==> src/rtl/vend_pkg.sv <==
// ---------------------------------------------------------------------------
// vend_pkg
// Purpose : shared definitions for the vending machine product-select path
//           (product-select decoder, product-select encoder, vend controller).
// Contents:
//   N_SEL_DEFAULT - default number of product buttons
//   sel_state_t   - product-select encoder FSM states
// ---------------------------------------------------------------------------
package vend_pkg;

  localparam int N_SEL_DEFAULT = 8;

  typedef enum logic [1:0] {
    S_IDLE    = 2'd0,
    S_HOLD    = 2'd1,
    S_RELEASE = 2'd2
  } sel_state_t;

endpackage

==> src/rtl/btn_sync_debounce.sv <==
// ---------------------------------------------------------------------------
// btn_sync_debounce
// Purpose : brings raw asynchronous button levels into the clk domain with a
//           two-flop synchronizer per bit, and optionally debounces each bit.
// Config  : macro VEND_DEBOUNCE_EN enables the per-bit debounce counters;
//           without it btn_f is the synchronized vector itself.
// Ports   :
//   clk    in  1      system clock, rising edge
//   rst_n  in  1      asynchronous active-low reset
//   btn_i  in  WIDTH  raw button levels, asynchronous to clk
//   btn_f  out WIDTH  synchronized (and optionally debounced) levels
// ---------------------------------------------------------------------------
module btn_sync_debounce #(
  parameter int WIDTH      = 8,
  parameter int DEB_CYCLES = 4
) (
  input  logic             clk,
  input  logic             rst_n,
  input  logic [WIDTH-1:0] btn_i,
  output logic [WIDTH-1:0] btn_f
);

  // Elaboration-time guard on the debounce length.
  if (DEB_CYCLES < 1) begin : g_bad_deb_cycles
    $error("btn_sync_debounce: DEB_CYCLES must be >= 1");
  end

  logic [WIDTH-1:0] sync_q;
  logic [WIDTH-1:0] btn_s;

  // Two-flop synchronizer; the first stage may go metastable.
  always_ff @(posedge clk or negedge rst_n) begin
    if (!rst_n) begin
      sync_q <= '0;
      btn_s  <= '0;
    end else begin
      sync_q <= btn_i;
      btn_s  <= sync_q;
    end
  end

`ifdef VEND_DEBOUNCE_EN
  localparam int CW = $clog2(DEB_CYCLES + 1);
  localparam logic [CW-1:0] CNT_LAST = CW'(DEB_CYCLES - 1);
  localparam logic [CW-1:0] CNT_ONE  = CW'(1);

  logic [CW-1:0]    cnt_q [WIDTH];
  logic [WIDTH-1:0] filt_q;

  // A bit's filtered level follows the synchronized level only after the two
  // have disagreed for DEB_CYCLES consecutive clocks; any agreement (bounce
  // back) clears that bit's count.
  always_ff @(posedge clk or negedge rst_n) begin
    if (!rst_n) begin
      for (int i = 0; i < WIDTH; i++) begin
        cnt_q[i] <= '0;
      end
      filt_q <= '0;
    end else begin
      for (int i = 0; i < WIDTH; i++) begin
        if (btn_s[i] != filt_q[i]) begin
          if (cnt_q[i] == CNT_LAST) begin
            filt_q[i] <= btn_s[i];
            cnt_q[i]  <= '0;
          end else begin
            cnt_q[i] <= cnt_q[i] + CNT_ONE;
          end
        end else begin
          cnt_q[i] <= '0;
        end
      end
    end
  end

  assign btn_f = filt_q;
`else
  assign btn_f = btn_s;
`endif

endmodule

==> src/rtl/product_sel_encoder.sv <==
// ---------------------------------------------------------------------------
// product_sel_encoder
// Purpose : converts the one-hot product button lines into a binary product
//           code, one code per press, handed to the vend controller over a
//           valid/ready interface. Multi-press is rejected with a one-cycle
//           multi_err pulse; a held button never repeats.
// Config  : macro VEND_DEBOUNCE_EN adds DEB_CYCLES of per-bit debounce in
//           front of the FSM (see btn_sync_debounce).
// Ports   :
//   clk        in  1      system clock, rising edge
//   rst_n      in  1      asynchronous active-low reset
//   btn_i      in  N_SEL  raw button levels, 1 = pressed
//   sel_ready  in  1      consumer accepts the code this cycle
//   sel_valid  out 1      sel_code holds a valid selection
//   sel_code   out W      binary index of the pressed button
//   multi_err  out 1      one-cycle pulse when >1 button seen at capture
//   busy       out 1      high in HOLD or RELEASE
// ---------------------------------------------------------------------------
module product_sel_encoder
  import vend_pkg::*;
#(
  parameter  int N_SEL      = N_SEL_DEFAULT,
  parameter  int DEB_CYCLES = 4,
  localparam int W          = $clog2(N_SEL)
) (
  input  logic             clk,
  input  logic             rst_n,
  input  logic [N_SEL-1:0] btn_i,
  input  logic             sel_ready,
  output logic             sel_valid,
  output logic [W-1:0]     sel_code,
  output logic             multi_err,
  output logic             busy
);

  if ((N_SEL < 2) || ((1 << W) != N_SEL)) begin : g_bad_n_sel
    $error("product_sel_encoder: N_SEL must be a power of 2 and >= 2");
  end

  localparam logic [N_SEL-1:0] VEC_ONE = N_SEL'(1);

  // Index of the set bit; only meaningful when exactly one bit is set.
  function automatic logic [W-1:0] onehot_to_bin(input logic [N_SEL-1:0] v);
    logic [W-1:0] r;
    r = '0;
    for (int k = 0; k < N_SEL; k++) begin
      if (v[k]) begin
        r = r | W'(k);
      end
    end
    return r;
  endfunction

  logic [N_SEL-1:0] btn_f;
  logic             any_pressed;
  logic             multi_pressed;

  sel_state_t       state_q, state_d;
  logic             valid_q, valid_d;
  logic [W-1:0]     code_q, code_d;
  logic             err_q, err_d;

  btn_sync_debounce #(
    .WIDTH      (N_SEL),
    .DEB_CYCLES (DEB_CYCLES)
  ) u_btn_sync_debounce (
    .clk   (clk),
    .rst_n (rst_n),
    .btn_i (btn_i),
    .btn_f (btn_f)
  );

  // Clearing the lowest set bit leaves something only if two or more were set.
  assign any_pressed   = |btn_f;
  assign multi_pressed = |(btn_f & (btn_f - VEC_ONE));

  always_ff @(posedge clk or negedge rst_n) begin
    if (!rst_n) begin
      state_q <= S_IDLE;
      valid_q <= 1'b0;
      code_q  <= '0;
      err_q   <= 1'b0;
    end else begin
      state_q <= state_d;
      valid_q <= valid_d;
      code_q  <= code_d;
      err_q   <= err_d;
    end
  end

  // Capture happens only from IDLE; presses seen in HOLD or RELEASE are
  // dropped. RELEASE waits for every button to be up, so a held button
  // produces exactly one transfer.
  always_comb begin
    state_d = state_q;
    valid_d = valid_q;
    code_d  = code_q;
    err_d   = 1'b0;
    case (state_q)
      S_IDLE: begin
        if (any_pressed) begin
          if (multi_pressed) begin
            err_d   = 1'b1;
            state_d = S_RELEASE;
          end else begin
            code_d  = onehot_to_bin(btn_f);
            valid_d = 1'b1;
            state_d = S_HOLD;
          end
        end
      end
      S_HOLD: begin
        if (valid_q && sel_ready) begin
          valid_d = 1'b0;
          state_d = S_RELEASE;
        end
      end
      S_RELEASE: begin
        if (!any_pressed) begin
          state_d = S_IDLE;
        end
      end
      default: begin
        state_d = S_IDLE;
        valid_d = 1'b0;
      end
    endcase
  end

  assign sel_valid = valid_q;
  assign sel_code  = code_q;
  assign multi_err = err_q;
  assign busy      = (state_q == S_HOLD) || (state_q == S_RELEASE);

endmodule

==> config.mk <==
export PLATFORM = sky130hd
export DESIGN_NAME = product_sel_encoder
export DESIGN_NICKNAME = d
export VERILOG_FILES = /design/src/rtl/vend_pkg.sv /design/src/rtl/btn_sync_debounce.sv /design/src/rtl/product_sel_encoder.sv
export SDC_FILE = /design/constraint.sdc
export NUM_CORES = 1
export LEC_CHECK = 0
export ABC_AREA = 1
export CORE_ASPECT_RATIO = 1.1
export CORE_MARGIN = 8
export CORE_UTILIZATION = 50
export CTS_CLUSTER_SIZE = 24
export DETAILED_ROUTE_END_ITERATION = 8
export PLACE_DENSITY_LB_ADDON = 0.25
export SETUP_SLACK_MARGIN = 0.4
export SLEW_MARGIN = 40
export SYNTH_ARGS = -nofsm -noshare
export SYNTH_HDL_FRONTEND = slang
export SYNTH_SLANG_ARGS = --single-unit
==> constraint.sdc <==
create_clock -name clk -period 2.9 [get_ports clk]
set_input_delay 0.435 -clock clk [delete_from_list [all_inputs] [get_ports clk]]
set_output_delay 0.435 -clock clk [all_outputs]
set_load 0.05 [all_outputs]
Word-level counts from Yosys, hierarchy flattened
Cells that the tools add are included.
{ "word_totals": {"register_bits": 23, "word_cells": 43} }
{ "op_classes": {"add_sub_neg": 1, "n_eq_ne": 6, "muxes": 19, "reduce_logical": 8, "bitwise": 3} }
{ "op_table": {"columns": ["op", "n"], "rows": [
  ["8-bit OR reduction", 2],
  ["2-bit two-way mux", 6],
  ["3-bit two-way mux", 4],
  ["8-bit bitwise AND", 1],
  ["2-bit inequality test (second input constant)", 4],
  ["8-bit by 1-bit subtractor with 8-bit output (second input constant)", 1],
  ["1-bit two-way mux", 7],
  ["2-bit case mux with 3 select lines", 1],
  ["3-bit AND reduction", 2],
  ["4-bit AND reduction", 1],
  ["1-bit case mux with 3 select lines", 1],
  ["2-bit by 1-bit equality test with 1-bit output (second input constant)", 1],
  ["2-bit equality test (second input constant)", 1],
  ["2-bit logical NOT", 1],
  ["1-bit inverter", 2],
  ["1-bit logical AND", 1],
  ["1-bit logical OR", 1]
]} }

Longest topological paths before layout
{ "logic_depth": {"depth_word": 7, "depth_mapped": 10, "depth_no_buf": 10} }

By module
A second synthesis with hierarchy kept.
{ "unflattened": {"cells_unflattened": 94, "hier_area_um2": 949.7} }
{ "by_module_without_submodules": {"columns": ["mod", "area_per_inst_um2", "n_inst", "cells_per_inst"], "rows": [
  ["product_sel_encoder", 549.3, 1, 78],
  ["btn_sync_debounce", 400.4, 1, 16]
]} }

Least setup slack after synthesis
OpenSTA, ideal clock, no wires.
{ "synth_path": {"path_type": "reg2out", "from": "register state_q[0]", "to": "output busy", "path_stages_with_launch": 3, "arrival_ns": 0.945, "n_path_buf": 0, "slack_ns": 1.520, "path_cell_list": "dfrtp_1 -> inv_1 -> ha_1"} }
{ "synth_via": {"elab_chain_cells": 2} }
{ "synth_lines": {"columns": ["element", "line_no", "text"], "rows": [
  ["start: declaration", "product_sel_encoder.sv:58", "sel_state_t state_q, state_d;"],
  ["start signal: assignment", "product_sel_encoder.sv:84", "state_q <= state_d;"],
  ["2-bit by 1-bit equality test with 1-bit output / 2-bit equality test (equally long branches)", "product_sel_encoder.sv:133", "assign busy = (state_q == S_HOLD) || (state_q == S_RELEASE);"],
  ["1-bit logical OR (*)", "product_sel_encoder.sv:133", null],
  ["end: declaration", "product_sel_encoder.sv:33", "output logic busy"]
]} }
Every way passes the cells marked *; elsewhere a longest branch is shown, timed or not.

Final worst setup path
{ "layout_path": {"from": "register state_q[1]", "to": "output busy"} }
Same word-level chain as after synthesis.

==> run metrics <==
worst hold-check path type=reg2reg; initial antenna violation count=0; clk buf depth=2; Worst R2R End=state_q[0]; Primary FF master, synth=dfrtp_1; dpl hpwl=1130 um; vias in the first global route=~630; Post-DRT Antenna Nets=0; EDFF count, synth=0; fraction of registers with async set or reset after synthesis=between 90% and 100%; CP startpoint kind=register; Setup Skew=between 0.0007 and 0.0008 ns; Post-CTS Hold Buffers=0; final wirelength=around 1400 um; Die W=57.6 um; final worst-path cycle share=78.0%; share of layout cells above drive strength 1=between 20% and 30%; Final Setup Violations=0; Post-Syn Instances=94; Cell variety after synth=15; area leader, netlist=dfrtp_1; largest net degree at the start of global routing=24; clock-pin slew on the worst setup and hold paths=0.12 ns; metal2 WL=between 600 and 700 um; Final Hold Viols=0; Pins Over Slew Limit=0; crit path time final=2.26 ns; all-layer global routing usage=under 10%; LEAKAGE=0.561 nW; Routed WL per cell=10.2 um; row count=16; Clock Root Buffer=clkbuf_4; Mean Syn Cell Area=10.1 um^2; most common cell in the netlist=nand2_1; Max VDD drop=~0.00036 V; Power Density=441 nW/um^2; Area Overhead vs Synth=22.9%; Seq cells post-synth=23; Worst EP required=approximately 2.5 ns; setup repair bufs after CTS=0; Starting Density=between 50 and 60%; Worst Setup SP=state_q[1]; critical path type=reg2out; CTS tree=built; first-pass GRT wire length=~2400 um; Synth top cells by count=nand2_1, dfrtp_1, inv_1, nor2_1, nor2_2; post-CTS sizing=0; I/O pins=17; sequential share of the synthesized area=between 60% and 70%; Max Freq=0.442 GHz; gp weighted congestion=about 0.75; die area=3550 um^2; htree depth=1; slew margin rel.=65.9%; Setup crit end kind=output port; fin util=roughly 66%; Worst-Skew Late Latency=around 0.30 ns; Crit path arrival time=between 1.5 and 2 ns; synth warn=0; Layout Nets=between 100 and 150; initial drt markers=3; hold-critical path depth=0; Die Y=slightly above 60 um; remaining global-route overflow=0; Critical Path End=busy; clock sink total=23; DR top layer=met4; total of max-cap violations=0; Reg2Reg Setup Slack=between 1.5 and 2 ns; Synth Cell Area=about 950 um^2; DRT Pass-1 Iters=4; actual slew at the worst max-slew pin=a little over 0.5 ns; CORE AREA=between 1500 and 2000 um^2; DRC=0; RSZ-0062 raised after global routing=false; via count=~630; main area contributors after synthesis=dfrtp_1, nand2_1, ha_1; Crit Path Max Fanout=3; R2R depth=7; Post-Syn Nets=108; diode count=0; total CTS buffers=3; setup_tns=0 ns; RR Startpoint=state_q[0]; post-synth top area share=about 61%; WL met1=between 500 and 600 um; outcome=finished, final reports clean; Via density=roughly 4.7; Port Buffers=16; routed wl met3=between 80 and 90 um
metrics by stage:
stage	total power, W	area, um^2	cells	setup slack, ns	hold WS (ns)
final	0.000515	1170	133	0.639	0.361
after global routing	0.000543	1170	133	0.557	0.375
after CTS	0.000524	1170	133	0.612	0.363
after detailed placement	0.000384	1140	129	0.962	0.335
after global placement	0.000382	1140	129	0.998	0.332
after floorplan	0.000360	951	94	1.52	0.139
how the worst min path moves through the flow:
stage                                              from                           end
after floorplan                                   rst_n                     multi_err
after global placement    u_btn_sync_debounce.sync_q[2]  u_btn_sync_debounce.btn_f[2]
after detailed placement  u_btn_sync_debounce.sync_q[7]  u_btn_sync_debounce.btn_f[7]
after CTS                 u_btn_sync_debounce.sync_q[7]  u_btn_sync_debounce.btn_f[7]
after global routing      u_btn_sync_debounce.sync_q[7]  u_btn_sync_debounce.btn_f[7]
final                     u_btn_sync_debounce.sync_q[7]  u_btn_sync_debounce.btn_f[7]
metal layers:
layer  global-route usage, %  up-vias
li1                        -      327
met1                    9.39      285
met2                    15.6       12
met3                    2.88        2
met4                    5.36        0
met5                       0        -
cell usage in the layout (no fill, tap or decap):
master / instances
buf_4: 1
clkbuf_4: 3
clkdlybuf4s50_1: 16
clkinv_2: 1
dfrtp_1: 23
ha_1: 3
inv_1: 10
inv_2: 2
nand2_1: 26
nand2_2: 3
nand2_4: 1
nand3_1: 3
nand3_2: 2
nand4_1: 2
nor2_1: 8
nor2_2: 6
nor2_4: 3
o21ai_2: 1
o21bai_1: 1
worst max-delay path: stages (launching register included):
cell and delay (ns):
dfrtp_1 0.39, inv_1 0.07, ha_1 0.27, clkdlybuf4s50_1 0.80
cells by family (layout without fill, tap and decap cells):
logic type,after synthesis,count (layout),synth area share (%)
AO/OA/AOI/OAI,2,2,1.71
flip-flops,23,23,60.5
buffers and inverters,12,33,4.74
AND/OR/NAND/NOR,54,54,29.1
adder cells (fa/ha/maj),3,3,3.95
sequential cells by signal, indices dropped and copies added (netlist names):
| register | flops |
|---|---|
| sel_valid | 1 |
| u_btn_sync_debounce.btn_f | 8 |
| u_btn_sync_debounce.sync_q | 8 |
| sel_code | 3 |
| multi_err | 1 |
| state_q | 2 |
final cells by class:
type / count / area, um^2
Sequential cell: 23 / 576
Fill cell: 149 / 613
Inverter: 12 / 45.0
Timing Repair Buffer: 17 / 168
Clock inverter: 1 / 5.00
Multi-Input combinational cell: 59 / 330
Tap cell: 18 / 22.5
Clock buffer: 3 / 22.5
where the power goes:
part | switching, W | total, W | internal, W
registers | 0.00000747 | 0.000339 | 0.000332
clock network | 0.0000876 | 0.000139 | 0.0000513
logic | 0.0000176 | 0.0000369 | 0.0000193
total | 0.000113 | 0.000515 | 0.000402
(Power assumes the default switching activity.)
